--- config.mk ---
export PLATFORM = sky130hd
export DESIGN_NAME = alu_arbiter
export DESIGN_NICKNAME = d
export VERILOG_FILES = /design/src/rtl/alu_arbiter_pkg.sv /design/src/rtl/alu_arbiter_alu.sv /design/src/rtl/alu_arbiter.sv
export SDC_FILE = /design/constraint.sdc
export NUM_CORES = 1
export LEC_CHECK = 0
export BUFFER_PORTS_ARGS = -buffer_cell sky130_fd_sc_hd__buf_2
export CAP_MARGIN = 20
export CORE_MARGIN = 2
export CORE_UTILIZATION = 55
export DETAILED_ROUTE_END_ITERATION = 7
export PLACE_DENSITY = 0.77
export SKIP_CTS_REPAIR_TIMING = 1
export SLEW_MARGIN = 0
export SYNTH_ARGS = -nofsm -noshare
export SYNTH_HDL_FRONTEND = slang
export SYNTH_SLANG_ARGS = --single-unit
--- constraint.sdc ---
create_clock -name clk -period 8.14 [get_ports clk]
set_clock_uncertainty 0.15 [all_clocks]
set_input_delay 1.628 -clock clk [delete_from_list [all_inputs] [get_ports clk]]
set_output_delay 1.628 -clock clk [all_outputs]
set_load 0.03 [all_outputs]
--- src/rtl/alu_arbiter_pkg.sv ---
// -----------------------------------------------------------------------------
// alu_arbiter_pkg
//   Shared definitions for the ALU arbiter slice: datapath widths, ALU opcode
//   encodings, arbiter FSM state encoding and requester indices.
//   No ports (package).
// -----------------------------------------------------------------------------
package alu_arbiter_pkg;

    localparam int ARB_DATA_W = 32;
    localparam int ARB_ALUC_W = 5;

    // Requester indices.
    localparam int ARB_REQ_EXU = 0;
    localparam int ARB_REQ_BRU = 1;

    // ALU opcodes. The legal set is contiguous from ADD to ADD_JALR; every
    // other code of the 5-bit space is illegal and must never reach the ALU.
    localparam logic [ARB_ALUC_W-1:0] ALU_ADD      = 5'd0;
    localparam logic [ARB_ALUC_W-1:0] ALU_SUB      = 5'd1;
    localparam logic [ARB_ALUC_W-1:0] ALU_SLL      = 5'd2;
    localparam logic [ARB_ALUC_W-1:0] ALU_SLTU     = 5'd3;
    localparam logic [ARB_ALUC_W-1:0] ALU_XOR      = 5'd4;
    localparam logic [ARB_ALUC_W-1:0] ALU_SRL      = 5'd5;
    localparam logic [ARB_ALUC_W-1:0] ALU_SRA      = 5'd6;
    localparam logic [ARB_ALUC_W-1:0] ALU_OR       = 5'd7;
    localparam logic [ARB_ALUC_W-1:0] ALU_AND      = 5'd8;
    localparam logic [ARB_ALUC_W-1:0] ALU_BEQ      = 5'd9;
    localparam logic [ARB_ALUC_W-1:0] ALU_BNE      = 5'd10;
    localparam logic [ARB_ALUC_W-1:0] ALU_BLT      = 5'd11;
    localparam logic [ARB_ALUC_W-1:0] ALU_BGE      = 5'd12;
    localparam logic [ARB_ALUC_W-1:0] ALU_BLTU     = 5'd13;
    localparam logic [ARB_ALUC_W-1:0] ALU_BGEU     = 5'd14;
    localparam logic [ARB_ALUC_W-1:0] ALU_ADD_LUI  = 5'd15;
    localparam logic [ARB_ALUC_W-1:0] ALU_ADD_JALR = 5'd16;

    // Arbiter FSM state encoding (2 bits).
    typedef enum logic [1:0] {
        ARB_IDLE = 2'd0,
        ARB_EXEC = 2'd1,
        ARB_RESP = 2'd2
    } arb_state_e;

endpackage

--- src/rtl/alu_arbiter_alu.sv ---
// -----------------------------------------------------------------------------
// alu_arbiter_alu
//   The single combinational ALU shared by the arbiter's requesters.
//   Ports:
//     i_aluc    in  ALUC_W  opcode (always a legal code; the arbiter guards it)
//     i_num1    in  DATA_W  operand 1
//     i_num2    in  DATA_W  operand 2
//     o_result  out DATA_W  result; branch compares return 1/0 in bit 0
// -----------------------------------------------------------------------------
module alu_arbiter_alu
    import alu_arbiter_pkg::*;
#(
    parameter int DATA_W = ARB_DATA_W,
    parameter int ALUC_W = ARB_ALUC_W
) (
    input  logic [ALUC_W-1:0] i_aluc,
    input  logic [DATA_W-1:0] i_num1,
    input  logic [DATA_W-1:0] i_num2,
    output logic [DATA_W-1:0] o_result
);

    localparam int SHW = $clog2(DATA_W);

    logic [SHW-1:0]    w_shamt;
    logic [DATA_W-1:0] w_sum;
    logic              w_eq;
    logic              w_lt_s;
    logic              w_lt_u;

    assign w_shamt = i_num2[SHW-1:0];
    assign w_sum   = i_num1 + i_num2;
    assign w_eq    = (i_num1 == i_num2);
    assign w_lt_s  = ($signed(i_num1) < $signed(i_num2));
    assign w_lt_u  = (i_num1 < i_num2);

    always_comb begin
        o_result = '0;
        case (i_aluc)
            ALU_ADD:      o_result = w_sum;
            ALU_SUB:      o_result = i_num1 - i_num2;
            ALU_SLL:      o_result = i_num1 << w_shamt;
            ALU_SLTU:     o_result = {{(DATA_W-1){1'b0}}, w_lt_u};
            ALU_XOR:      o_result = i_num1 ^ i_num2;
            ALU_SRL:      o_result = i_num1 >> w_shamt;
            ALU_SRA:      o_result = $unsigned($signed(i_num1) >>> w_shamt);
            ALU_OR:       o_result = i_num1 | i_num2;
            ALU_AND:      o_result = i_num1 & i_num2;
            ALU_BEQ:      o_result = {{(DATA_W-1){1'b0}}, w_eq};
            ALU_BNE:      o_result = {{(DATA_W-1){1'b0}}, ~w_eq};
            ALU_BLT:      o_result = {{(DATA_W-1){1'b0}}, w_lt_s};
            ALU_BGE:      o_result = {{(DATA_W-1){1'b0}}, ~w_lt_s};
            ALU_BLTU:     o_result = {{(DATA_W-1){1'b0}}, w_lt_u};
            ALU_BGEU:     o_result = {{(DATA_W-1){1'b0}}, ~w_lt_u};
            ALU_ADD_LUI:  o_result = w_sum;
            // Jump target: LSB is always cleared.
            ALU_ADD_JALR: o_result = {w_sum[DATA_W-1:1], 1'b0};
            default:      o_result = '0;
        endcase
    end

endmodule

--- src/rtl/alu_arbiter.sv ---
// -----------------------------------------------------------------------------
// alu_arbiter
//   Shares one combinational ALU between two requesters (0 = EXU integer ops,
//   1 = branch/JALR unit). Round-robin grant, a single op in flight, operands
//   and opcode registered in front of the ALU, result held until accepted.
//
//   Handshakes: a transfer happens on a rising edge where valid and ready are
//   both 1 for the same bit. req_ready is combinational from req_valid and the
//   round-robin pointer, only in IDLE, one-hot for the granted requester.
//   rsp_valid is raised only for the owner of the in-flight op; rsp_result and
//   rsp_err hold steady until rsp_ready of that owner is seen.
//
//   Ports:
//     clk         in   1         core clock, all state on rising edge
//     rst         in   1         synchronous, active-high reset
//     req_valid   in   2         bit i: requester i presents an op
//     req_ready   out  2         bit i: op of requester i accepted this cycle
//     req_aluc    in   2*ALUC_W  per-requester opcode, port i at [i*ALUC_W +: ALUC_W]
//     req_num1    in   2*DATA_W  per-requester operand 1
//     req_num2    in   2*DATA_W  per-requester operand 2
//     rsp_valid   out  2         bit i: result for requester i available
//     rsp_ready   in   2         bit i: requester i consumes its result
//     rsp_result  out  DATA_W    result of the in-flight op
//     rsp_err     out  1         op carried an illegal opcode
// -----------------------------------------------------------------------------
module alu_arbiter
    import alu_arbiter_pkg::*;
#(
    parameter int DATA_W = ARB_DATA_W,
    parameter int ALUC_W = ARB_ALUC_W
) (
    input  logic                clk,
    input  logic                rst,
    input  logic [1:0]          req_valid,
    output logic [1:0]          req_ready,
    input  logic [2*ALUC_W-1:0] req_aluc,
    input  logic [2*DATA_W-1:0] req_num1,
    input  logic [2*DATA_W-1:0] req_num2,
    output logic [1:0]          rsp_valid,
    input  logic [1:0]          rsp_ready,
    output logic [DATA_W-1:0]   rsp_result,
    output logic                rsp_err
);

    arb_state_e        r_state;
    arb_state_e        w_state_nxt;

    logic              r_rr_ptr;
    logic              r_owner;
    logic [ALUC_W-1:0] r_aluc;
    logic [DATA_W-1:0] r_num1;
    logic [DATA_W-1:0] r_num2;
    logic              r_illegal;
    logic [DATA_W-1:0] r_result;
    logic              r_err;

    logic              w_grant;
    logic              w_accept;
    logic              w_rsp_done;
    logic [ALUC_W-1:0] w_sel_aluc;
    logic [DATA_W-1:0] w_sel_num1;
    logic [DATA_W-1:0] w_sel_num2;
    logic              w_sel_legal;
    logic [DATA_W-1:0] w_alu_result;

    // Both requesting: honour the pointer. Otherwise the single requester wins
    // (bit 1 alone -> 1, bit 0 alone -> 0).
    assign w_grant = (req_valid == 2'b11) ? r_rr_ptr : req_valid[1];

    assign w_sel_aluc = w_grant ? req_aluc[2*ALUC_W-1:ALUC_W] : req_aluc[ALUC_W-1:0];
    assign w_sel_num1 = w_grant ? req_num1[2*DATA_W-1:DATA_W] : req_num1[DATA_W-1:0];
    assign w_sel_num2 = w_grant ? req_num2[2*DATA_W-1:DATA_W] : req_num2[DATA_W-1:0];

    // Opcode legality decode; anything outside this list is kept away from the ALU.
    always_comb begin
        w_sel_legal = 1'b0;
        case (w_sel_aluc)
            ALU_ADD, ALU_SUB, ALU_SLL, ALU_SLTU, ALU_XOR, ALU_SRL, ALU_SRA,
            ALU_OR, ALU_AND, ALU_BEQ, ALU_BNE, ALU_BLT, ALU_BGE, ALU_BLTU,
            ALU_BGEU, ALU_ADD_LUI, ALU_ADD_JALR: w_sel_legal = 1'b1;
            default:                             w_sel_legal = 1'b0;
        endcase
    end

    // FSM state register.
    always_ff @(posedge clk) begin
        if (rst) begin
            r_state <= ARB_IDLE;
        end else begin
            r_state <= w_state_nxt;
        end
    end

    // FSM next state and handshake outputs.
    always_comb begin
        w_state_nxt = r_state;
        req_ready   = 2'b00;
        rsp_valid   = 2'b00;
        w_accept    = 1'b0;
        w_rsp_done  = 1'b0;
        case (r_state)
            ARB_IDLE: begin
                if (|req_valid) begin
                    req_ready[w_grant] = 1'b1;
                    w_accept           = 1'b1;
                    w_state_nxt        = ARB_EXEC;
                end
            end
            ARB_EXEC: begin
                w_state_nxt = ARB_RESP;
            end
            ARB_RESP: begin
                rsp_valid[r_owner] = 1'b1;
                if (rsp_ready[r_owner]) begin
                    w_rsp_done  = 1'b1;
                    w_state_nxt = ARB_IDLE;
                end
            end
            default: begin
                w_state_nxt = ARB_IDLE;
            end
        endcase
    end

    // Datapath: latched op, round-robin pointer, registered result.
    always_ff @(posedge clk) begin
        if (rst) begin
            r_rr_ptr  <= 1'b0;
            r_owner   <= 1'b0;
            r_aluc    <= ALU_ADD;
            r_num1    <= '0;
            r_num2    <= '0;
            r_illegal <= 1'b0;
            r_result  <= '0;
            r_err     <= 1'b0;
        end else if (w_accept) begin
            r_owner   <= w_grant;
            r_rr_ptr  <= ~w_grant;
            // An illegal op becomes ADD 0,0 so the ALU only ever sees legal codes.
            r_aluc    <= w_sel_legal ? w_sel_aluc : ALU_ADD;
            r_num1    <= w_sel_legal ? w_sel_num1 : '0;
            r_num2    <= w_sel_legal ? w_sel_num2 : '0;
            r_illegal <= ~w_sel_legal;
        end else if (r_state == ARB_EXEC) begin
            r_result  <= r_illegal ? '0 : w_alu_result;
            r_err     <= r_illegal;
        end else if (w_rsp_done) begin
            // Park the ALU input at ADD 0,0 while idle.
            r_aluc    <= ALU_ADD;
            r_num1    <= '0;
            r_num2    <= '0;
            r_illegal <= 1'b0;
        end
    end

    // Response data is driven only while a response is being offered.
    assign rsp_result = (r_state == ARB_RESP) ? r_result : '0;
    assign rsp_err    = (r_state == ARB_RESP) ? r_err : 1'b0;

    alu_arbiter_alu #(
        .DATA_W (DATA_W),
        .ALUC_W (ALUC_W)
    ) u_alu (
        .i_aluc   (r_aluc),
        .i_num1   (r_num1),
        .i_num2   (r_num2),
        .o_result (w_alu_result)
    );

endmodule

==> results of run 1 <==
-- worst register-to-register path: stages, from the launching register on --
cell       delay, ns
dfxtp_1         0.36
clkinv_1        0.53
ha_1            0.75
o211ai_1        0.16
o21ai_1         0.36
o211ai_1        0.26
a21oi_1         0.46
a21bo_2         0.29
a31oi_1         0.14
a221o_1         0.33
o21ai_1         0.08
o2111ai_1       0.17
a22o_1          0.28
-- flip-flops by register name (all words and copies together) (netlist names) --
signal     flops
r_owner        1
r_err          1
r_num1        32
r_result      32
r_illegal      1
r_aluc         5
r_num2        32
r_state        2
r_rr_ptr       1
-- through the flow --
step | worst slack, ns | cells
CTS | 3.49 | 2306
floorplan | 3.77 | 1919
global route | 3.39 | 2306
global placement | 3.54 | 2289
detailed placement | 3.49 | 2290
finish | 3.48 | 2308
-- how the worst max path moves through the flow --
stage	from	endpoint	slack, ns	cells after the start
global route	req_valid[0]	req_ready[1]	3.39	6
floorplan	req_valid[1]	req_ready[0]	3.77	4
detailed placement	req_valid[0]	req_ready[1]	3.49	6
finish	req_valid[0]	req_ready[1]	3.48	6
CTS	req_valid[0]	req_ready[1]	3.49	6
global placement	req_valid[0]	req_ready[1]	3.54	6
-- metal layers --
layer / global-route usage, % / share of wire (%) / vias up
met4: 20.4 / 5.1 / 0
met5: 0 / 0 / -
met2: 64.6 / 43 / 1058
met1: 56.7 / 40 / 7336
li1: - / - / 7024
met3: 11.5 / 13 / 181
-- power by group --
part / internal [W] / leakage, nW / switching [W]
clock network: 0.000239 / 0.159 / 0.000267
logic: 0.000368 / 4.89 / 0.000691
registers: 0.000558 / 0.873 / 0.0000766
total: 0.00116 / 5.92 / 0.00103
-- kinds of logic (layout without fill, tap and decap cells) --
| group | count (synthesis) | in the layout | synth area share (%) |
|---|---|---|---|
| compound gates | 656 | 656 | 31.3 |
| fa+ha+maj | 99 | 99 | 9.32 |
| xor+xnor | 13 | 13 | 0.847 |
| buf+inv | 262 | 325 | 8.14 |
| flops | 107 | 107 | 15.9 |
| other cells | 0 | 2 | 0 |
| simple gates | 677 | 677 | 22.3 |
| mux | 105 | 105 | 12.2 |
-- final cells by class --
type	instances	share of cell area [%]
tap	324	2.76
clock inverter	6	0.527
antenna	2	0.0340
multi-input combinational	1550	70.0
clock buffer	10	1.70
inverter	94	2.40
sequential	107	14.6
timing repair buffer	215	7.94
-- synth_stat cells (13+ instances only) --
cell type	n
clkbuf_1	107
nand3_1	23
a21oi_1	277
a31oi_1	24
a221oi_1	20
ha_1	97
nor2b_1	15
buf_4	13
dfxtp_1	107
a21o_1	17
nor2_1	259
o21ai_0	91
o31ai_1	14
a211oi_1	32
mux2i_1	52
mux4_2	46
inv_1	85
buf_2	32
and2_1	38
buf_1	13
o211ai_1	15
a221o_1	16
o22ai_1	18
nand2_1	239
nor3_1	30
a22oi_1	14
==> out/summary.md, run 1 <==
In this run the tool buffered the top-level ports with 180 buffer cells. Leaving out fill and tap cells, the most frequent cells in the layout are 276 x a21oi_1, 259 x nor2_1, 239 x nand2_1. For this run, the slowest stage of the critical path takes 0.54 ns.

Buffer and inverter count on the worst path: 4. In this run, distinct cell masters in the synthesized netlist total 90. The average via count per standard cell came out at 6.76. After synthesis, the cell types taking the most area are dfxtp_1 16%, a21oi_1 10%, ha_1 9.0%. For the maximum clock rate, the log shows 0.214 GHz. The family with the most delay on the worst path was buffers and inverters.

The net count of the finished layout is 2220. Setup slack on the worst reg-to-reg path comes out at 3.74 ns. The tree is rooted in a clkbuf_16. The logs give 107 for the clock sink count and 13400 µm² for the post-synthesis cell area. The tools report the number of H-tree levels as 3. The number of failing hold endpoints at the final stage was 0. Along the worst hold path, the cell count comes to 2.

Layout overhead on the synthesized area: 9.38%. The worst pin sits at a relative slew slack of 28.5%. The largest area contributor in the netlist is dfxtp_1. Synthesis produced a netlist with a net count of 2162. The run gives 15600 as the vias after detailed routing. STA classifies the critical path startpoint as a primary input. The tools report the worst min-delay path startpoint as r_result[17]$_SDFFE_PP0P_. Setup violations remaining at the end of the flow were counted as 0. At the later pin of the worst-skew pair, clock insertion delay measures 0.38 ns. For the number of placement rows, the log shows 57. At the worst endpoint, the arrival time is 2.89 ns. Number of cells on the worst reg-to-reg path: 12. The signal on the critical path passes through buf_2 -> inv_1 -> o21ai_4 -> buf_4 -> nor2_1 -> buf_2.

The fraction of final layout cells with drive strength greater than 1 was 17.2%; the combined global-route utilization of all metal layers was 42.7%. For this run, the leading register cell type out of synthesis is dfxtp_1. The detailed-route wire length is 56700 µm.

The tools report the endpoint kind of the worst setup timing path as a primary output. The power density over the cells came out at 149 nW/µm². The logs give 10300 µm² for the area occupied by multi-input gates and 6.36 ns for the data required time of the critical path. After routing, the total negative slack on setup checks comes to 0 ns. The tightest min-delay check is of the reg -> reg type. The initial utilization of the core area, before any placement, comes to 55.6%. The tools report the worst supply voltage drop on vdd as 0.000113 V.

For the initial antenna violation count, the log shows 1. After detailed placement, the total cell area comes to 14400 µm². The transition at the pin with the smallest max-transition slack came out at 1.06 ns. The detail route stage leaves a number of antenna-violating nets equal to 0. The analysis attributes to cell leakage a power of 5.92 nW. The total DRC errors in the routed layout was 0; the highest net fanout along the worst path was 65. Maximum number of buffers from clock root to sink: 2. The pre-antenna-repair detailed-routing pass consisted of 6 iterations.

The floorplan core area was 24200 µm². Power comes to 0.00220 W. The finished cells cover 14700 µm². End point of the most critical hold path: r_result[17]$_SDFFE_PP0P_. The leading cell type in the layout, fill and taps excluded was a21oi_1. The run finished with clean final reports. Storage element area: 2150 µm². The floorplan step defined a die boundary enclosing 25700 µm². The first global-routing pass estimated 84500 µm of wire.

The start-to-end type of the worst setup path is in -> out. The number of register bits inferred by synthesis works out to 107. Counting the fill cells in the layout gives 2360. The end-of-flow core utilization is 60.8%, and the number of warnings reported in the yosys synthesis log is 0. The worst register-to-register path begins at r_num2[4]$_SDFFE_PP0P_. Among all stages on the critical path, the largest delay is contributed by buf_4. Summing the sequential cell areas from Yosys gives 15.9% of the chip area. The floorplan step set the die height to 160 µm. The final hold slack is 0.297 ns.

The final number of max-transition violations is 0. Clock-pin slew was measured on the worst setup and hold paths at 0.09 ns. The number of instances in the synthesized netlist was 1919; the number of DRC markers in iteration 0 was 1814. Clock tree synthesis inserted a total of 9 buffers.

The I/O pin count came out at 181. The congestion estimate from routability-driven global placement came to 1.09. The tools report the terminus of the critical flop-to-flop path as r_result[27]$_SDFFE_PP0P_. The number of global-route vias before repair was 14200. Entering global routing, the biggest net connects 77 pins. The per-instance average area after synthesis is 7.01 µm², and the global route total overflow is 0.

Setup repair after global routing left no endpoint under its margin. The proportion of register bits with asynchronous set or reset after synthesis was 0%. The post-detailed-placement half-perimeter wirelength is 41600 µm, and the die span in x is 160 µm. The routed wire length per instance is 24.6 µm. The run gives 0 as the max-capacitance violation count. The number of synthesized flops with an enable pin was 0.

TritonCTS built the clock tree. The ratio of final minimum period to clock period is 57.3%, and the minimum clock period is 4.66 ns. The synthesized design devotes to its leading area cell type 15.9% of total area. The most numerous cell type found on the critical path is buf_2.
(Power assumes the default switching activity.)
==> run 2, diff against run 1 <==
- clock period: 8.14 -> 4.75 ns (I/O delays scaled with it)
==> run 2 against run 1 <==
Net effect: the run now ends with design-rule violations left; utilization increased by 1.1 points; worst setup slack got worse by 2.7 ns; combinational power increased by 78%; non-clock buffer count increased by 37; worst hold slack got worse by 0.0022 ns; via count increased by 0.94%; global-route usage increased by 0.17 points; sequential share of layout area decreased by 0.27 points; die area unchanged; critical path type is now reg -> reg.
==> out/summary.md, run 2 (synthesis gave the netlist of run 1 again) <==
The number of failing hold endpoints at the final stage was 0 (unchanged); the I/O pin count was 181 (unchanged). The data required time of the critical path was 4.88 ns (-1.48 ns). The number of nets in the layout came out at 2257 (+1.7%). The largest registers in the layout are r_num1 x32, r_num2 x32, r_result x32. The clock-pin slew reported for the worst setup and hold paths after clock tree synthesis came out at 0.09 ns (about the same). The tools report the clock sink count as 107 (unchanged).

The run gives 25700 µm² (unchanged) as the full die area. By instance count, the cell type seen most on the critical path is o21ai_1. The endpoint arrival time on the critical path was 4.06 ns (+1.17 ns).

The global route total overflow was 0 (unchanged); the final-layout fill cell count was 2235 (-5.3%). The highest cell delay on the worst timing path works out to 0.63 ns (+0.09 ns). The start-to-end type of the worst setup path is reg -> reg. The routed wire length per instance came out at 24.1 µm (-1.9%). Type of origin of the critical path: a flop.

The initial antenna violation count is 1 (unchanged). The tools report the post-detailed-placement half-perimeter wirelength as 42700 µm (+2.5%). Starting utilization of the core area: 55.6% (unchanged). The critical path goes through inv_1 -> ha_1 -> a211oi_1 -> o21ai_1 -> o211ai_1 -> a21oi_1 -> a21bo_2 -> a31oi_1 -> a221o_1 -> o21ai_1 -> o2111ai_1 -> a22o_1. Setup repair after global routing left no endpoint under its margin.

The logs give 42.9% (+0.17 points) for the combined global-route utilization of all metal layers and 57 (unchanged) for the number of placement rows. For the total setup violations reported at the end of the flow, the log shows 0 (unchanged). Vertical die dimension: 160 µm (unchanged). The tools report the relative max-transition margin as 36.7% (+8.2 points). The largest individual stage delay along the critical path comes from the cell dfxtp_4. The transition at the pin with the smallest max-transition slack is 0.943 ns (-0.122 ns), and the global-route wire length before repair is 84800 µm (+0.38%).

Total DRC errors in the routed layout: 1 (+1). Subtracting the final worst setup slack from the clock period gives 3.93 ns. The worst path uses 82.7% of the clock period. The floorplan core area came out at 24200 µm² (unchanged).

The top cell types in the final layout, fill and taps aside, are 276 x a21oi_1, 259 x nor2_1, 239 x nand2_1. Leaving out fill and tap cells, the most frequent cell in the layout is a21oi_1. The detailed-route wire length was 56400 µm (-0.45%); the die span in x was 160 µm (unchanged).

TritonCTS built the clock tree. The vias after detailed routing came out at 15700 (+0.94%). The number of global-route vias before repair is 14400 (+0.83%), and the final hold slack is 0.295 ns (-0.00223 ns). Buffer and inverter count on the worst path: 1 (-3). The logs give 75 (-2.6%) for the largest net degree at the start of global routing and 0.38 ns (about the same) for the clock latency at the later pin of the worst-skew pair. The average via count per standard cell came out at 6.72 (-0.57%). The count of inserted antenna diode cells was 0 (-2). The kind of path behind the tightest hold check was reg -> reg. For the final number of max-transition violations, the log shows 0 (unchanged). The family with the most delay on the worst path was compound AO/OA/AOI/OAI gates.

Fraction of final layout cells with drive strength greater than 1: 18.6% (+1.5 points). The max-capacitance violation count came out at 0 (unchanged). The checks that failed: design-rule violations. The tools report the leakage component of the power as 6.12 nW (+3.3%). The count of input and output buffers is 180 (unchanged). The maximum number of buffers from clock root to sink is 2 (unchanged), and the number of search-and-repair iterations in the first detailed-routing pass is 8 (+2). The tools report the number of buffers created by CTS as 9 (unchanged). The root buffer cell chosen for the clock tree is clkbuf_16. The power density over the cells works out to 253 nW/µm² (+69%). The number of DRC markers in iteration 0 is 2375 (+31%), and the worst supply voltage drop on vdd is 0.000230 V (+100%). The run gives 0 (unchanged) as the remaining antenna violation count after routing. For the last weighted congestion value of the routability-driven placer, the log shows 1.08 (-0.97%).

The flow ran to the end, but the final reports show violations. Timing would allow up to 0.254 GHz. The number of H-tree levels is 3 (unchanged). From synthesis to final layout, the design area changed by 11.4%. Sum of negative setup slack: 0 ns (unchanged). The endpoint kind of the worst setup timing path is a flop. The highest net fanout along the worst path works out to 26 (-60%).
==> run 2: final timing paths <==
path | startpoint | end | slack [ns] | cells past startpoint
max | r_num2[1]$_SDFFE_PP0P_ | r_result[27]$_SDFFE_PP0P_ | 0.82 | 12
max reg2reg | r_num2[1]$_SDFFE_PP0P_ | r_result[27]$_SDFFE_PP0P_ | 0.82 | 12
min reg2reg | r_result[17]$_SDFFE_PP0P_ | r_result[17]$_SDFFE_PP0P_ | 0.30 | 2
min | r_result[17]$_SDFFE_PP0P_ | r_result[17]$_SDFFE_PP0P_ | 0.30 | 2
==> run 2: layer usage <==
| metal | GRT usage [%] | wire length [µm] | vias to the layer above |
|---|---|---|---|
| met1 | 57.5 | 22100 | 7341 |
| met5 | 0 | 62 | - |
| met2 | 62.6 | 23300 | 1139 |
| met4 | 17.7 | 2500 | 4 |
| li1 | - | - | 7067 |
| met3 | 15.2 | 8370 | 195 |
==> run 2: power by group <==
group	total, W	switching, W	internal (W)
logic	0.00189	0.00122	0.000662
registers	0.00104	0.0000828	0.000956
clock network	0.000863	0.000432	0.000431
total	0.00379	0.00174	0.00205
==> run 2: through the flow <==
stage	area, µm²	util (%)	std cells	total power, W	setup slack [ns]
after floorplan	13400	-	1919	0.00230	1.10
after global placement	14600	60.6	2326	0.00284	0.994
after detailed placement	14700	60.6	2327	0.00286	0.949
after CTS	15000	62.0	2343	0.00371	0.939
after global routing	15000	62.0	2343	0.00395	0.653
final	15000	62.0	2343	0.00379	0.820
==> run 2: area by class of cell <==
cell class | instances | area, µm² | share of cell area (%)
inverter | 94 | 353 | 2.35
clock buffer | 9 | 225 | 1.50
sequential | 107 | 2150 | 14.4
tap | 324 | 405 | 2.71
clock inverter | 7 | 108 | 0.718
multi-input combinational | 1550 | 10300 | 68.7
timing repair buffer | 252 | 1450 | 9.70
==> run 2: worst register-to-register path: stages, from the launching register on <==
cell and delay [ns]:
dfxtp_4 0.63, inv_1 0.30, ha_1 0.43, a211oi_1 0.09, o21ai_1 0.34, o211ai_1 0.22
a21oi_1 0.53, a21bo_2 0.27, a31oi_1 0.11, a221o_1 0.33, o21ai_1 0.08, o2111ai_1 0.13
a22o_1 0.23
